**config.mk**
```make
export PLATFORM = sky130hd
export DESIGN_NAME = show_box_overlay
export DESIGN_NICKNAME = d
export VERILOG_FILES = /design/src/rtl/show_box_overlay.sv
export SDC_FILE = /design/constraint.sdc
export NUM_CORES = 2
export LEC_CHECK = 0
export CAP_MARGIN = 10
export CORE_MARGIN = 2
export CORE_UTILIZATION = 35
export CTS_CLUSTER_SIZE = 25
export DETAILED_ROUTE_END_ITERATION = 6
export HOLD_SLACK_MARGIN = 0.08
export PLACE_DENSITY = 0.49
export SETUP_SLACK_MARGIN = 0.3
export SYNTH_ARGS = -nofsm -noshare
export SYNTH_HDL_FRONTEND = slang
export SYNTH_SLANG_ARGS = --single-unit
```
**constraint.sdc**
```tcl
create_clock -name sys_clk -period 6.15 [get_ports sys_clk]
set_input_delay 1.23 -clock sys_clk [delete_from_list [all_inputs] [get_ports sys_clk]]
set_output_delay 1.23 -clock sys_clk [all_outputs]
set_load 0.01 [all_outputs]
```
**src/rtl/show_box_overlay.sv**
```systemverilog
// show_box_overlay
//   Draws up to four rectangular border boxes onto a 24-bit RGB pixel stream.
//   Box parameters are written into shadow registers at any time. They are
//   copied into the active set on a frame-start pixel, so a frame is always
//   drawn with one consistent set of boxes.
//
// Ports
//   sys_clk, sys_rst : clock, synchronous active-high reset
//   i_valid/i_data/i_sof : input pixel stream (gaps allowed, no backpressure)
//   box_wr/box_idx/box_en/box_x0..y1/box_color : shadow box write port
//   o_valid/o_data/o_sof : output stream, fixed 2-cycle latency
module show_box_overlay #(
  parameter int P_W    = 11,
  parameter int IMG_W  = 640,
  parameter int IMG_H  = 480,
  parameter int LINE_W = 2
) (
  input  logic           sys_clk,
  input  logic           sys_rst,
  input  logic           i_valid,
  input  logic [23:0]    i_data,
  input  logic           i_sof,
  input  logic           box_wr,
  input  logic [1:0]     box_idx,
  input  logic           box_en,
  input  logic [P_W-1:0] box_x0,
  input  logic [P_W-1:0] box_y0,
  input  logic [P_W-1:0] box_x1,
  input  logic [P_W-1:0] box_y1,
  input  logic [23:0]    box_color,
  output logic           o_valid,
  output logic [23:0]    o_data,
  output logic           o_sof
);

  typedef struct packed {
    logic           en;
    logic [P_W-1:0] x0;
    logic [P_W-1:0] y0;
    logic [P_W-1:0] x1;
    logic [P_W-1:0] y1;
    logic [23:0]    color;
  } box_t;

  localparam logic [P_W-1:0] LW    = P_W'(LINE_W);
  localparam logic [P_W-1:0] X_MAX = P_W'(IMG_W - 1);
  localparam logic [P_W-1:0] Y_MAX = P_W'(IMG_H - 1);

  box_t [3:0]      shd_q, act_q, act_sel;
  logic [P_W-1:0]  cnt_x_q, cnt_y_q, cnt_x_d, cnt_y_d;
  logic [P_W-1:0]  pix_x, pix_y;
  logic            frame_start;
  logic [3:0]      hit;

  logic            s1_vld_q, s1_sof_q;
  logic [23:0]     s1_data_q;
  logic [3:0]      s1_hit_q;
  logic [3:0][23:0] s1_col_q;
  logic [23:0]     o_data_d;

  assign frame_start = i_valid && (i_sof || (cnt_x_q == '0 && cnt_y_q == '0));
  // i_sof forces the current pixel to the origin regardless of the counters.
  assign pix_x = i_sof ? '0 : cnt_x_q;
  assign pix_y = i_sof ? '0 : cnt_y_q;
  // The frame-start pixel must already see the boxes being loaded this cycle.
  // shd_q is the pre-write value, so a coincident box_wr lands next frame.
  assign act_sel = frame_start ? shd_q : act_q;

  always_comb begin
    cnt_x_d = cnt_x_q;
    cnt_y_d = cnt_y_q;
    if (i_valid) begin
      if (i_sof) begin
        cnt_x_d = P_W'(1);
        cnt_y_d = '0;
      end else if (cnt_x_q == X_MAX) begin
        cnt_x_d = '0;
        cnt_y_d = (cnt_y_q == Y_MAX) ? '0 : cnt_y_q + P_W'(1);
      end else begin
        cnt_x_d = cnt_x_q + P_W'(1);
      end
    end
  end

  for (genvar k = 0; k < 4; k++) begin : g_box
    logic in_x, in_y, on_brd;
    assign in_x = (pix_x >= act_sel[k].x0) && (pix_x <= act_sel[k].x1);
    assign in_y = (pix_y >= act_sel[k].y0) && (pix_y <= act_sel[k].y1);
    // Differences only matter when inside the box, where they cannot wrap.
    assign on_brd = ((pix_x - act_sel[k].x0) < LW) || ((act_sel[k].x1 - pix_x) < LW) ||
                    ((pix_y - act_sel[k].y0) < LW) || ((act_sel[k].y1 - pix_y) < LW);
    assign hit[k] = act_sel[k].en && in_x && in_y && on_brd;
  end

  // Lowest index wins: scan from the top so box 0 is applied last.
  always_comb begin
    o_data_d = s1_data_q;
    for (int k = 3; k >= 0; k--) begin
      if (s1_hit_q[k]) o_data_d = s1_col_q[k];
    end
  end

  always_ff @(posedge sys_clk) begin
    if (sys_rst) begin
      cnt_x_q   <= '0;
      cnt_y_q   <= '0;
      shd_q     <= '0;
      act_q     <= '0;
      s1_vld_q  <= 1'b0;
      s1_sof_q  <= 1'b0;
      s1_data_q <= '0;
      s1_hit_q  <= '0;
      s1_col_q  <= '0;
      o_valid   <= 1'b0;
      o_sof     <= 1'b0;
      o_data    <= '0;
    end else begin
      cnt_x_q <= cnt_x_d;
      cnt_y_q <= cnt_y_d;
      if (frame_start) act_q <= shd_q;
      if (box_wr) begin
        shd_q[box_idx].en    <= box_en;
        shd_q[box_idx].x0    <= box_x0;
        shd_q[box_idx].y0    <= box_y0;
        shd_q[box_idx].x1    <= box_x1;
        shd_q[box_idx].y1    <= box_y1;
        shd_q[box_idx].color <= box_color;
      end
      s1_vld_q  <= i_valid;
      s1_sof_q  <= i_valid & i_sof;
      s1_data_q <= i_data;
      s1_hit_q  <= hit;
      for (int k = 0; k < 4; k++) s1_col_q[k] <= act_sel[k].color;
      o_valid   <= s1_vld_q;
      o_sof     <= s1_sof_q;
      o_data    <= o_data_d;
    end
  end

endmodule

```
# ---- Word-level counts from Yosys, hierarchy flattened
# Cells that the tools add are included.
dict set report op_classes {
  n_bitwise 1
  muxes 30
  n_eq_ne 2
  n_addsub 18
  n_reduce_logical 40
  n_lt_le_gt_ge 34
}
# operator count
set ops {}
lappend ops {{276-bit bitwise mux} 6}
lappend ops {{69-bit demux with 2-bit select} 6}
lappend ops {{276-bit two-way mux} 1}
lappend ops {{11-bit by 2-bit less-than comparator with 1-bit output (second input constant)} 16}
lappend ops {{11-bit subtractor} 16}
lappend ops {{24-bit two-way mux} 5}
lappend ops {{11-bit greater-or-equal comparator} 8}
lappend ops {{11-bit <= comparator} 8}
lappend ops {{11-bit two-way mux} 7}
lappend ops {{69-bit two-way mux} 1}
lappend ops {{68-bit two-way mux} 1}
lappend ops {{57-bit two-way mux} 1}
lappend ops {{46-bit two-way mux} 1}
lappend ops {{35-bit two-way mux} 1}
lappend ops {{1-bit logical AND} 23}
lappend ops {{11-bit by 1-bit adder with 11-bit output (second input constant)} 2}
lappend ops {{11-bit logical NOT} 2}
lappend ops {{1-bit logical OR} 13}
lappend ops {{11-bit by 10-bit equality test with 1-bit output (second input constant)} 1}
lappend ops {{11-bit by 9-bit equality test with 1-bit output (second input constant)} 1}
lappend ops {{2-bit by 3-bit less-than comparator with 1-bit output (second input constant)} 1}
lappend ops {{2-bit by 1-bit greater-or-equal comparator with 1-bit output (second input constant)} 1}
lappend ops {{2-bit AND reduction} 1}
lappend ops {{2-bit nonzero test} 1}
lappend ops {{1-bit bitwise AND} 1}
dict set report word_totals {
  ff_bits 630
  in_bits 100
  elab_cells 182
  out_inout_bits 26
}

# ---- Longest topological paths before layout
dict set report depth {
  word_depth 11
  depth_mapped 23
  mapped_depth_nobuf 19
}

# ---- Worst setup path after synthesis
# Ideal clock, no wire load.
dict set report synth_path {
  kind {in2reg}
  startpoint {in i_valid}
  endpoint {reg s1_hit_q[1]}
  path_buffers 3
  setup_slack_ns 0.534
  arrival_ns 5.531
  setup_ns 0.086
  cell_stages 18
  t_required_ns 6.064
  path_cell_list {nor3b_1 -> and4_1 -> buf_2 -> a21oi_2 -> clkbuf_1 -> buf_1 -> mux2i_1 -> inv_1 -> ha_1 -> nor2b_1 -> o21a_1 -> o21a_1 -> o41ai_1 -> o21ai_0 -> or2_2 -> a2111oi_0 -> o2111ai_1 -> a211oi_1}
}
# element line_no
set synth_rtl {}
lappend synth_rtl {{start: declaration} 20} ;# input logic i_valid,
lappend synth_rtl {{end signal: assignment} 132} ;# s1_hit_q <= hit;
lappend synth_rtl {{end: declaration} 57} ;# logic [3:0] s1_hit_q;

# ---- Worst setup path in the final report
dict set report layout_path {
  startpoint {in i_valid}
  endpoint {reg s1_hit_q[2]}
}
dict set report layout_via {
  elab_chain_cells 8
  word_cells_on_any_way 22
  cone_classes {add/sub: 4; order compare: 8; mux: 1; reduce/logical: 9}
}
# element line_no
set layout_rtl {}
lappend layout_rtl {{1-bit logical AND *} 61} ;# assign frame_start = i_valid && (i_sof || (cnt_x_q == '0 && cnt_y_q == '0));
lappend layout_rtl {{276-bit two-way mux *} -}
lappend layout_rtl {{11-bit subtractor} 90} ;# assign on_brd = ((pix_x - act_sel[k].x0) < LW) || ((act_sel[k].x1 - pix_x) < LW) ||
lappend layout_rtl {{11-bit by 2-bit less-than comparator with 1-bit output} 90}
lappend layout_rtl {{1-bit logical OR (2 in series)} 90}
lappend layout_rtl {{1-bit logical OR} 91} ;# ((pix_y - act_sel[k].y0) < LW) || ((act_sel[k].y1 - pix_y) < LW);
lappend layout_rtl {{1-bit logical AND *} 92} ;# assign hit[k] = act_sel[k].en && in_x && in_y && on_brd;
# Mark *: on every way between the ends. The rest lies on a longest branch, timed or not.
# A chain may end at the register's enable or synchronous reset.

==> metrics.cfg <==
[route]
via_per_inst = 5.20
drt_iter0_drc = 1973
vias = 27800
first_pass_iters = 7
avgRoutedWirePerCell_um = 19.4
ant_nets = 0
drc = 0
drt-total-wl_mm = 104

[power_and_ir_drop]
pwr-share-comb_pct = 14.1
seqPwrFrac_pct = 42.4
switchingPower_uw = 2740
p_per_area_nw_per_um2 = 275
p_clk_share_pct = 43.5
p_int_uw = 7270
p_sw_share_pct = 27.4
leakage_uw = 0.0144
peakVddDrop_v = 0.000173

[global_routing]
grt_max_degree = 137
grt_pass1_wl_mm = 158
gr-total-overflow = 0
grt_util_all_layers_pct = 21.8
grt_pass1_vias = 26100
antenna_found_initial = 2

[layout]
finalNetCount = 4415
final_common_cell = nand2_1
fillCellCount = 9321
final_layout_size_suffix_gt1_share_pct = 5.22
layout_common_cells = 1050 x nand2_1, 640 x a21oi_1, 626 x dfxtp_1, 295 x nor2_1, 172 x ha_1
n_antenna_cell = 0
syn2layout_area_growth_pct = 15.7

[floorplanning]
core_region_area_um2 = 88600
die_area_um2 = 92200
row_count = 109
initial_core_util_pct = 35.5
fp.dieW_um = 304
ios = 126
die_h_um = 304

[yosys]
ys_ff_latch = 630
syn_inst = 4074
avgSynthCellArea_um2 = 7.72
ys.flop_type = dfxtp_1
yosysTopAreaCellShare_pct = 40.1
synth_cell_types = 80
netlist_area_um2 = 31400
syn-num-nets = 4362
synthTopCellsByArea = dfxtp_1 40%, nand2_1 13%, a21oi_1 10%
synth_top_cell_by_area = dfxtp_1
async_flop_share_pct = 0
yosys_warnings = 0
synth_edf_count = 0
synth_seq_area_share_pct = 40.1

[clock_tree]
insertion_delay_ns = 0.64
cts_buffers = 73
cts_tree = built
path_clk_slew_ns = 0.06
cts_buffer_depth = 3
hold_buffers = 0
cts_resized = 0
cts_htree_levels = 3
cts_root_buf = clkbuf_16
clock-sinks = 630
post_cts_buffers = 0

[sta]
slew_headroom_pct = 25.1
tns_ns = 0
period_needed_ns = 5.33
finClkSkew_ns = 0.0170
hold_violations = 0
fmaxAchievable_ghz = 0.188
tightestPinTransition_ns = 1.12
fin_crit_sh_pct = 86.6
drv_slew = 0
rsz0062_at_grt = no
timing.final.ws_setup_ns = 0.822
setup_viol = 0

[setup_path]
crit_path_end = s1_hit_q[2]$_SDFF_PP0_
arrival_ns = 5.88
reg2reg_depth = 18
crit_type = in -> reg
crit_chain = clkdlybuf4s50_1 -> nor3b_1 -> and4_1 -> a21oi_4 -> buf_12 -> buf_4 -> mux2i_1 -> ha_1 -> nor2b_1 -> o21a_1 -> o21a_1 -> or4b_2 -> a21oi_1 -> o21ai_0 -> a311oi_1 -> a31oi_1 -> a31oi_1
worstSetupEndpointType = flip-flop
worst_setup_path_start_kind = input port
critPathRequiredTime_ns = 6.70
cp_slowest_cell = or4b_2
regToRegStartpoint = cnt_y_q[0]$_SDFFE_PP0P_
path_max_fanout = 34
slowest_delay_ns = 0.63
startpoint = i_valid
worstReg2RegEnd = s1_hit_q[2]$_SDFF_PP0_
ff2ff_setup_slack_ns = 1.11

[place]
gp_congestion = 0.886
place_ws_ns = 0.164
port_buffers = 125
hpwl_mm = 71.2

[min_path]
min_path_type = reg -> reg

[status]
status = complete, no violations

[flow_run]
cap_violations = 0

flip-flops by register name (all words and copies together) (netlist names):
| name | count |
|---|---|
| act_q | 276 |
| cnt_x_q | 11 |
| cnt_y_q | 11 |
| o_data | 24 |
| o_sof | 1 |
| o_valid | 1 |
| s1_data_q | 24 |
| s1_hit_q | 4 |
| s1_sof_q | 1 |
| s1_vld_q | 1 |
| shd_q | 276 |
power groups by stage:
stage / logic [uW] / clock network (uW) / registers [uW]
CTS: 1410 / 4480 / 4250
global placement: 1410 / 0 / 4340
detailed placement: 1410 / 0 / 4340
global route: 1550 / 4630 / 4260
floorplan: 907 / 0 / 4320
finish: 1410 / 4350 / 4250
synthesized netlist by cell type, drive strengths merged (29+ instances only):
cell       n
xnor2     37
a21o      39
nand3     47
o21ai    112
nand4     41
nor3      59
nand2b    41
o21a      29
mux2i    134
ha       172
nor2     296
nand2   1051
a21oi    641
inv      118
clkbuf   196
xor2      35
dfxtp    630
nor2b     71
layer usage:
metal	global-route usage, %	share of wire [%]
met1	30.0	48
met2	35.8	46
met4	6.62	2.9
met3	2.64	4.0
met5	0	0
worst min path at each step:
| stage | endpoint | slack [ns] | cells after the start | from |
|---|---|---|---|---|
| after floorplan | o_sof$_SDFF_PP0_ | 0.41 | 1 | s1_sof_q$_SDFF_PP0_ |
| after global placement | act_q[213]$_SDFFE_PP0N_ | 0.44 | 2 | act_q[213]$_SDFFE_PP0N_ |
| after detailed placement | o_sof$_SDFF_PP0_ | 0.43 | 1 | s1_sof_q$_SDFF_PP0_ |
| after CTS | o_sof$_SDFF_PP0_ | 0.44 | 1 | s1_sof_q$_SDFF_PP0_ |
| after global routing | o_sof$_SDFF_PP0_ | 0.46 | 1 | s1_sof_q$_SDFF_PP0_ |
| final | o_sof$_SDFF_PP0_ | 0.43 | 1 | s1_sof_q$_SDFF_PP0_ |
area by class of cell:
type | instances | area (um^2) | area share, %
inverters | 119 | 447 | 1.23
multi-input cells | 3104 | 17600 | 48.3
clock buffers | 103 | 2070 | 5.69
repair buffers | 199 | 1900 | 5.22
well taps | 1165 | 1460 | 4.01
clock inverters | 21 | 314 | 0.863
flip-flops and latches | 630 | 12600 | 34.7
metrics by stage:
step / total power (uW) / std cells / util (%) / cell area [um^2] / hold slack [ns]
2_1_floorplan: 5230 / 4074 / - / 31400 / 0.414
3_3_place_gp: 5750 / 5217 / 38.4 / 34000 / 0.439
3_5_place_dp: 5750 / 5217 / 38.4 / 34000 / 0.425
4_1_cts: 10100 / 5341 / 41.0 / 36400 / 0.439
5_1_grt: 10400 / 5341 / 41.0 / 36400 / 0.458
6_report: 10000 / 5341 / 41.0 / 36400 / 0.435
kinds of logic after synthesis:
family / Yosys count / share of synthesized area (%)
AOI/OAI and AO/OA: 999 / 18.1
xor gates and xnor gates: 74 / 2.15
adders and majority gates: 190 / 7.93
buffers and inverters: 340 / 4.16
DFF: 630 / 40.1
muxes: 138 / 4.42
and+or+nand+nor: 1703 / 23.1
critical path, delay by kind of cell:
family	cells	cell delay [ns]
compound gates	8	1.62
fa+ha+maj	1	0.32
buf+inv	3	1.06
mux	1	0.41
simple gates	4	1.18
No activity file was read; power rests on OpenSTA's default activity.
